$ cat src/rtl/id_ex_pkg.sv
// Shared definitions for the ID/EX pipeline stage: ALU opcodes, control word
// layout, the bubble control word and the forwarding select encoding.
package id_ex_pkg;

   localparam logic [3:0] ALU_AND  = 4'b0000;
   localparam logic [3:0] ALU_OR   = 4'b0001;
   localparam logic [3:0] ALU_ADD  = 4'b0010;
   localparam logic [3:0] ALU_SUB  = 4'b0110;
   localparam logic [3:0] ALU_SLT  = 4'b0111;
   localparam logic [3:0] ALU_SLL1 = 4'b0100;

   typedef struct packed {
      logic       reg_write;
      logic       mem_read;
      logic       mem_write;
      logic       mem_to_reg;
      logic       alu_src;
      logic [3:0] alu_control;
   } ctrl_t;

   // A bubble must never write state, so every enable is cleared; ADD keeps the ALU benign.
   localparam ctrl_t BUBBLE_CTRL = '{
      reg_write:   1'b0,
      mem_read:    1'b0,
      mem_write:   1'b0,
      mem_to_reg:  1'b0,
      alu_src:     1'b0,
      alu_control: ALU_ADD
   };

   localparam logic [1:0] FWD_REG = 2'b00;
   localparam logic [1:0] FWD_WB  = 2'b01;
   localparam logic [1:0] FWD_MEM = 2'b10;

   function automatic logic [31:0] fwd_mux(input logic [1:0]  sel,
                                           input logic [31:0] reg_v,
                                           input logic [31:0] wb_v,
                                           input logic [31:0] mem_v);
      case (sel)
         FWD_MEM: fwd_mux = mem_v;
         FWD_WB:  fwd_mux = wb_v;
         default: fwd_mux = reg_v;
      endcase
   endfunction

endpackage

$ cat src/rtl/id_ex_stage_forward_unit.sv
// Operand forwarding selects for the EX stage: MEM beats WB beats the
// registered value, and x0 is never forwarded.
module forward_unit
   import id_ex_pkg::*;
(
   input  logic [4:0] ex_rs1,
   input  logic [4:0] ex_rs2,
   input  logic [4:0] mem_rd,
   input  logic       mem_reg_write,
   input  logic [4:0] wb_rd,
   input  logic       wb_reg_write,
   output logic [1:0] fwd_a,
   output logic [1:0] fwd_b
);

   logic mem_live;
   logic wb_live;

   assign mem_live = mem_reg_write && (mem_rd != 5'd0);
   assign wb_live  = wb_reg_write && (wb_rd != 5'd0);

   always_comb begin
      fwd_a = FWD_REG;
      fwd_b = FWD_REG;
      if (mem_live && (mem_rd == ex_rs1))     fwd_a = FWD_MEM;
      else if (wb_live && (wb_rd == ex_rs1))  fwd_a = FWD_WB;
      if (mem_live && (mem_rd == ex_rs2))     fwd_b = FWD_MEM;
      else if (wb_live && (wb_rd == ex_rs2))  fwd_b = FWD_WB;
   end

endmodule

$ cat src/rtl/id_ex_stage.sv
// ID/EX pipeline register with flush, stall, load-use hazard detection and
// EX operand forwarding from the MEM and WB stages.
module id_ex_stage
   import id_ex_pkg::*;
(
   input  logic        clk,
   input  logic        reset,
   input  logic        stall,
   input  logic        flush,
   input  logic        in_valid,
   input  logic [31:0] id_pc,
   input  logic [31:0] id_rs1_data,
   input  logic [31:0] id_rs2_data,
   input  logic [31:0] id_imm,
   input  logic [4:0]  id_rs1,
   input  logic [4:0]  id_rs2,
   input  logic [4:0]  id_rd,
   input  logic [3:0]  id_alu_control,
   input  logic        id_alu_src,
   input  logic        id_reg_write,
   input  logic        id_mem_read,
   input  logic        id_mem_write,
   input  logic        id_mem_to_reg,
   input  logic [4:0]  mem_rd,
   input  logic [4:0]  wb_rd,
   input  logic        mem_reg_write,
   input  logic        wb_reg_write,
   input  logic [31:0] mem_result,
   input  logic [31:0] wb_result,
   output logic        ex_valid,
   output logic [31:0] ex_pc,
   output logic [31:0] alu_a,
   output logic [31:0] alu_b,
   output logic [3:0]  alu_control,
   output logic [31:0] ex_store_data,
   output logic [4:0]  ex_rd,
   output logic        ex_reg_write,
   output logic        ex_mem_read,
   output logic        ex_mem_write,
   output logic        ex_mem_to_reg,
   output logic        hazard_stall
);

   ctrl_t       ex_ctrl;
   logic [31:0] ex_rs1_data;
   logic [31:0] ex_rs2_data;
   logic [31:0] ex_imm;
   logic [4:0]  ex_rs1;
   logic [4:0]  ex_rs2;
   logic        load_use;
   logic        wb_hit_rs1;
   logic        wb_hit_rs2;
   logic [1:0]  fwd_a;
   logic [1:0]  fwd_b;
   logic [31:0] rs2_fwd;
   ctrl_t       id_ctrl;

   assign id_ctrl = '{
      reg_write:   id_reg_write,
      mem_read:    id_mem_read,
      mem_write:   id_mem_write,
      mem_to_reg:  id_mem_to_reg,
      alu_src:     id_alu_src,
      alu_control: id_alu_control
   };

   assign load_use = in_valid && ex_valid && ex_ctrl.mem_read && (ex_rd != 5'd0)
                     && ((id_rs1 == ex_rd) || (id_rs2 == ex_rd));
   assign hazard_stall = load_use && !reset;

   // While held, a retiring WB write to a held source would otherwise be lost.
   assign wb_hit_rs1 = wb_reg_write && (wb_rd != 5'd0) && (wb_rd == ex_rs1);
   assign wb_hit_rs2 = wb_reg_write && (wb_rd != 5'd0) && (wb_rd == ex_rs2);

   always_ff @(posedge clk) begin
      if (reset || flush || load_use) begin
         ex_valid    <= 1'b0;
         ex_ctrl     <= BUBBLE_CTRL;
         ex_rd       <= 5'd0;
         ex_rs1      <= 5'd0;
         ex_rs2      <= 5'd0;
         ex_pc       <= 32'd0;
         ex_rs1_data <= 32'd0;
         ex_rs2_data <= 32'd0;
         ex_imm      <= 32'd0;
      end else if (stall) begin
         if (wb_hit_rs1) ex_rs1_data <= wb_result;
         if (wb_hit_rs2) ex_rs2_data <= wb_result;
      end else begin
         ex_valid    <= in_valid;
         ex_ctrl     <= id_ctrl;
         ex_rd       <= id_rd;
         ex_rs1      <= id_rs1;
         ex_rs2      <= id_rs2;
         ex_pc       <= id_pc;
         ex_rs1_data <= id_rs1_data;
         ex_rs2_data <= id_rs2_data;
         ex_imm      <= id_imm;
      end
   end

   forward_unit u_forward_unit (
      .ex_rs1        (ex_rs1),
      .ex_rs2        (ex_rs2),
      .mem_rd        (mem_rd),
      .mem_reg_write (mem_reg_write),
      .wb_rd         (wb_rd),
      .wb_reg_write  (wb_reg_write),
      .fwd_a         (fwd_a),
      .fwd_b         (fwd_b)
   );

   assign alu_a         = fwd_mux(fwd_a, ex_rs1_data, wb_result, mem_result);
   assign rs2_fwd       = fwd_mux(fwd_b, ex_rs2_data, wb_result, mem_result);
   assign alu_b         = ex_ctrl.alu_src ? ex_imm : rs2_fwd;
   assign ex_store_data = rs2_fwd;
   assign alu_control   = ex_ctrl.alu_control;
   assign ex_reg_write  = ex_ctrl.reg_write;
   assign ex_mem_read   = ex_ctrl.mem_read;
   assign ex_mem_write  = ex_ctrl.mem_write;
   assign ex_mem_to_reg = ex_ctrl.mem_to_reg;

endmodule

$ cat config.mk
export PLATFORM = sky130hd
export DESIGN_NAME = id_ex_stage
export DESIGN_NICKNAME = d
export VERILOG_FILES = /design/src/rtl/id_ex_pkg.sv /design/src/rtl/id_ex_stage_forward_unit.sv /design/src/rtl/id_ex_stage.sv
export SDC_FILE = /design/constraint.sdc
export NUM_CORES = 1
export LEC_CHECK = 0
export BUFFER_PORTS_ARGS = -buffer_cell sky130_fd_sc_hd__clkbuf_2
export CORE_MARGIN = 2
export CORE_UTILIZATION = 25
export DETAILED_ROUTE_END_ITERATION = 8
export SYNTH_ARGS = -nofsm -noshare
export SYNTH_HDL_FRONTEND = slang
export SYNTH_SLANG_ARGS = --single-unit
$ cat constraint.sdc
create_clock -name clk -period 7.3 [get_ports clk]
set_clock_uncertainty 0.15 [all_clocks]
set_input_delay 1.825 -clock clk [delete_from_list [all_inputs] [get_ports clk]]
set_output_delay 1.825 -clock clk [all_outputs]
set_load 0.02 [all_outputs]
=== Word-level counts from Yosys, hierarchy flattened ===
Cells that the tools add are included.

* Register bits: 153
* Output and inout bits: 143
* Word-level logic and storage cells: 55
* Input port bits: 233

* Muxes and demuxes: 11
* Reductions and logical operators: 18
* Eq/ne operators: 12

{| class="wikitable"
|+ Operator list
! kind !! count
|-
| 32-bit two-way mux || 5
|-
| 32-bit case mux with 2 select lines || 2
|-
| 5-bit == test || 6
|-
| 5-bit nonzero test || 3
|-
| 1-bit logical AND || 11
|-
| 2-bit by 1-bit == test with 1-bit output, second input constant || 2
|-
| 2-bit == test, second input constant || 2
|-
| 2-bit two-way mux || 2
|-
| 2-bit by 1-bit != test with 1-bit output, second input constant || 2
|-
| 1-bit logical OR || 3
|-
| 1-bit two-way mux || 2
|-
| 1-bit logical NOT || 1
|}

=== Logic depth before layout (Yosys ltp) ===
* Depth in word-level cells: 8
* Mapped depth: 8
* Mapped depth without buffers: 5

=== Modules after synthesis ===
From an unflattened synthesis, not the netlist that was laid out.

* Cells, all modules: 1,023
* Area total of the unflattened synthesis: 9,849.4 sq um

{| class="wikitable"
|+ Modules (own cells, without submodules)
! module !! instances !! area each (sq um) !! cells an instance
|-
| id_ex_stage || 1 || 9,591.7 || 989
|-
| forward_unit || 1 || 257.7 || 34
|}

=== Worst setup path after synthesis ===
No wires, ideal clock.

* Path type: in2out
* Start point: input port wb_rd[0]
* End point: output port alu_b[10]
* Buffers on the path: 2
* Stages on the path: 7
* Arrival: 3.713 ns
* Required time: 5.325 ns
* Slack: 1.612 ns
* Path through: or4_1 -> o21a_1 -> and3_1 -> buf_6 -> buf_6 -> mux2i_1 -> a221oi_1

* Cells in the longest elaborated chain, start to end: 8

{| class="wikitable"
|+ RTL lines
! item !! RTL line !! RTL
|-
| start: declaration || id_ex_stage.sv:25 || <nowiki>input logic [4:0] wb_rd,</nowiki>
|-
| 5-bit nonzero test || id_ex_stage_forward_unit.sv:20 || <nowiki>assign wb_live = wb_reg_write && (wb_rd != 5'd0);</nowiki>
|-
| 1-bit logical AND || id_ex_stage_forward_unit.sv:20 ||
|-
| 1-bit logical AND (*) || id_ex_stage_forward_unit.sv:28 || <nowiki>else if (wb_live && (wb_rd == ex_rs2)) fwd_b = FWD_WB;</nowiki>
|-
| 1-bit two-way mux (*) || id_ex_stage_forward_unit.sv:28 ||
|-
| 2-bit two-way mux (*) || id_ex_stage_forward_unit.sv:27 || <nowiki>if (mem_live && (mem_rd == ex_rs2)) fwd_b = FWD_MEM;</nowiki>
|-
| 2-bit by 1-bit == test with 1-bit output or 2-bit == test (tied branches) || id_ex_pkg.sv:39 || <nowiki>case (sel)</nowiki>
|-
| 32-bit case mux with 2 select lines (*) || id_ex_pkg.sv:39 ||
|-
| 32-bit two-way mux (*) || id_ex_stage.sv:115 || <nowiki>assign alu_b = ex_ctrl.alu_src ? ex_imm : rs2_fwd;</nowiki>
|-
| end: declaration || id_ex_stage.sv:33 || <nowiki>output logic [31:0] alu_b,</nowiki>
|}

Mark *: on every way between the ends. The rest lies on a longest branch, timed or not.

=== Worst setup path after layout ===
* Start point: input port mem_rd[0]
* End point: output port alu_b[13]

* Cells in the longest elaborated chain, start to end: 7

{| class="wikitable"
|+ RTL lines
! item !! RTL line !! RTL
|-
| start: declaration || id_ex_stage.sv:24 || <nowiki>input logic [4:0] mem_rd,</nowiki>
|-
| 5-bit nonzero test || id_ex_stage_forward_unit.sv:19 || <nowiki>assign mem_live = mem_reg_write && (mem_rd != 5'd0);</nowiki>
|-
| 1-bit logical AND || id_ex_stage_forward_unit.sv:19 ||
|-
| 1-bit logical AND (*) || id_ex_stage_forward_unit.sv:27 ||
|-
| 2-bit two-way mux (*) || id_ex_stage_forward_unit.sv:27 ||
|-
| 2-bit by 1-bit == test with 1-bit output or 2-bit == test (tied branches) || id_ex_pkg.sv:39 ||
|-
| 32-bit case mux with 2 select lines (*) || id_ex_pkg.sv:39 ||
|-
| 32-bit two-way mux (*) || id_ex_stage.sv:115 ||
|}

Marks and branches as above.

==> results.cfg <==
[floorplan]
core_area_mm2 = 0.0336
die_area_mm2 = 0.0357
start_util = 0.254
dieWidth_um = 189
row_count = 67
boundaryPins = 376
die_h_um = 189

[sta]
maxSlewHeadroom = 0.307
period_share = 0.845
worstMarginPinSlew_ps = 1040
worst_slack_ps = 1130
tns_ps = 0
slew_viol_final = 0
fmax_ghz = 0.162
post-route-min-period_ps = 6170
rsz0062_at_grt = no
finalSetupViolations = 0
fin_hold_ws_ps = 324
hold_violations = 0

[setup_path]
r2r_cells = 6
crit_family = simple AND/OR/NAND/NOR gates
cp_num_cells = 9
critPathBufInv = 4
critPathLaunchType = input pin
crit_chain = clkbuf_2 -> or4_1 -> o21a_1 -> nand3_4 -> buf_12 -> buf_4 -> nor3_1 -> a221oi_1 -> clkbuf_2
critical_path.endpoint_type = output port
slowest_stage = or4_1
timing.critical_path.mode_cell = clkbuf_2
critPathMaxStageDelay_ps = 540
cp_max_fo = 52
cp_data_arrival_time_ps = 4200
cp.required_ps = 5330
ff2ff_setup_slack_ps = 4470
critPathKind = in -> out

[clock_network]
clkTransAtPathRegs_ps = 70
clock_sinks = 153
cts_buffers = 17
cts_max_level = 4
cts_resized = 0
clockRootBuffer = clkbuf_16
postCtsHoldBufs = 0
cts_tree = built
insertion_delay_ps = 440
postCtsSetupBuffers = 0
cts.path.max_buffers = 2

[detailed_routing]
dr_wl_met3_um = 2320
routed_via_density = 4.83
ant_nets = 0
drc = 0
wl_met1_um = 13100
first_pass_iters = 5
dr_wl_met2_um = 14900
drtIter0Drc = 341
top_layer = met4
wl_um = 30800
wl_per_cell_um = 17.1
routed-via-count = 8701

[yosys]
ys_seq_area_frac = 0.358
synth_seq_cells = 153
syn_inst = 1036
ys_types = 32
synth_area_mm2 = 0.00855
synthesis.nets = 1269
syn_avg_cell_area_um2 = 8.26
ys.warnings.count = 0

[layout]
nets = 1573
drive_gt1_frac = 0.330
areaGrowthSynthToFinish_pct = 32.6

[grt]
grt.total_usage = 0.169
grt_max_degree = 155
grt_pass1_vias = 8397
antenna_found_initial = 2
grt_pass1_wl_um = 46900
grt-ovfl-total = 0

[flow_run]
maxCapViolations = 0

[power_and_ir_drop]
p_per_area_mw_per_mm2 = 192
vdd_drop_max_uv = 161
power_w = 0.00218
p_leak_nw = 4.75

[worst_hold_path]
hold_class = reg -> reg
worst_hold_path.num_cells = 1

[place]
place_congestion = 0.835
port_buffers = 375
hpwlAfterDp_um = 21800
dp_slack_ps = 1140

[status]
status = finished, final reports clean
worst paths after layout:
| path | startpoint | to |
|---|---|---|
| worst min-delay path | alu_control[1] | alu_control[1] |
| worst min register to register | alu_control[1] | alu_control[1] |
| worst max register to register | ex_rd[0] | ex_imm[16] |
| worst max-delay path | mem_rd[0] | alu_b[13] |
cell usage after synthesis (all sizes together):
library cell	n	area [µm²]
a211o	2	17.5
a21oi	33	184
a221oi	32	330
a31oi	65	407
and3	1	6.26
and4	1	8.76
buf	40	235
clkbuf	60	225
dfxtp	153	3060
inv	32	120
mux2i	152	1620
nand2	37	139
nand2b	64	400
nand3	133	666
nor2	124	465
nor2b	1	6.26
nor3	36	180
nor4	1	6.26
o21a	2	15.0
o21ai	33	165
o22ai	1	6.26
or4	3	22.5
xnor2	16	140
xor2	14	123
cell type report:
cell class                 instances  area (µm²)
fill                            3581       22300
timing repair buffer             385        2020
sequential                       153        3060
tap                              448         561
clock inverter                    13         160
multi-input combinational        751        4960
antenna                            2        5.00
inverter                          32         120
clock buffer                      19         443
power by group:
part | internal (W) | switching, W
Clock | 0.000525 | 0.000410
Sequential | 0.000862 | 0.0000184
Combinational | 0.000150 | 0.000216
Total | 0.00154 | 0.000645
stage by stage:
step | util | instance area, µm² | std cells
2_1_floorplan | - | 8550 | 1036
3_3_place_gp | 0.319 | 10700 | 1769
3_5_place_dp | 0.319 | 10700 | 1769
4_1_cts | 0.337 | 11300 | 1801
5_1_grt | 0.337 | 11300 | 1801
6_report | 0.337 | 11300 | 1803
cells in the final DEF (no fill, tap or decap), drive strengths merged:
cell    synthesis  routed
inv            32      38
a221oi         32      32
nor2b           1       1
o22ai           1       1
mux2i         152     152
o21a            2       2
buf            40      11
and4            1       1
and3            1       1
nor4            1       1
nor2          124     124
a211o           2       2
nand3         133     133
or4             3       3
clkbuf         60     393
a21oi          33      33
nand2b         64      64
nor3           36      36
diode           0       2
xor2           14      14
xnor2          16      16
nand2          37      37
o21ai          33      33
a31oi          65      65
dfxtp         153     153
bufinv          0       2
clkinv          0       5
worst reg2reg max path: stages, from the launching register on:
cell	delay [ps]
dfxtp_1	460
xnor2_1	150
nand3_1	90
o22ai_1	250
a211o_4	720
buf_4	700
nor2_1	170
logic make-up after synthesis:
family | Yosys count | synth area share
AOI/OAI and AO/OA | 168 | 0.132
xor gates and xnor gates | 30 | 0.0307
buffers and inverters | 132 | 0.0679
DFF | 153 | 0.358
muxes | 152 | 0.190
and+or+nand+nor | 401 | 0.222
routing by layer:
layer  global-route usage  up-vias
met5                    0        -
met1                0.205     4072
met2                0.286      328
li1                     -     4267
met3               0.0519       34
met4               0.0517        0
Note: power is estimated with default switching activity, not from simulation.
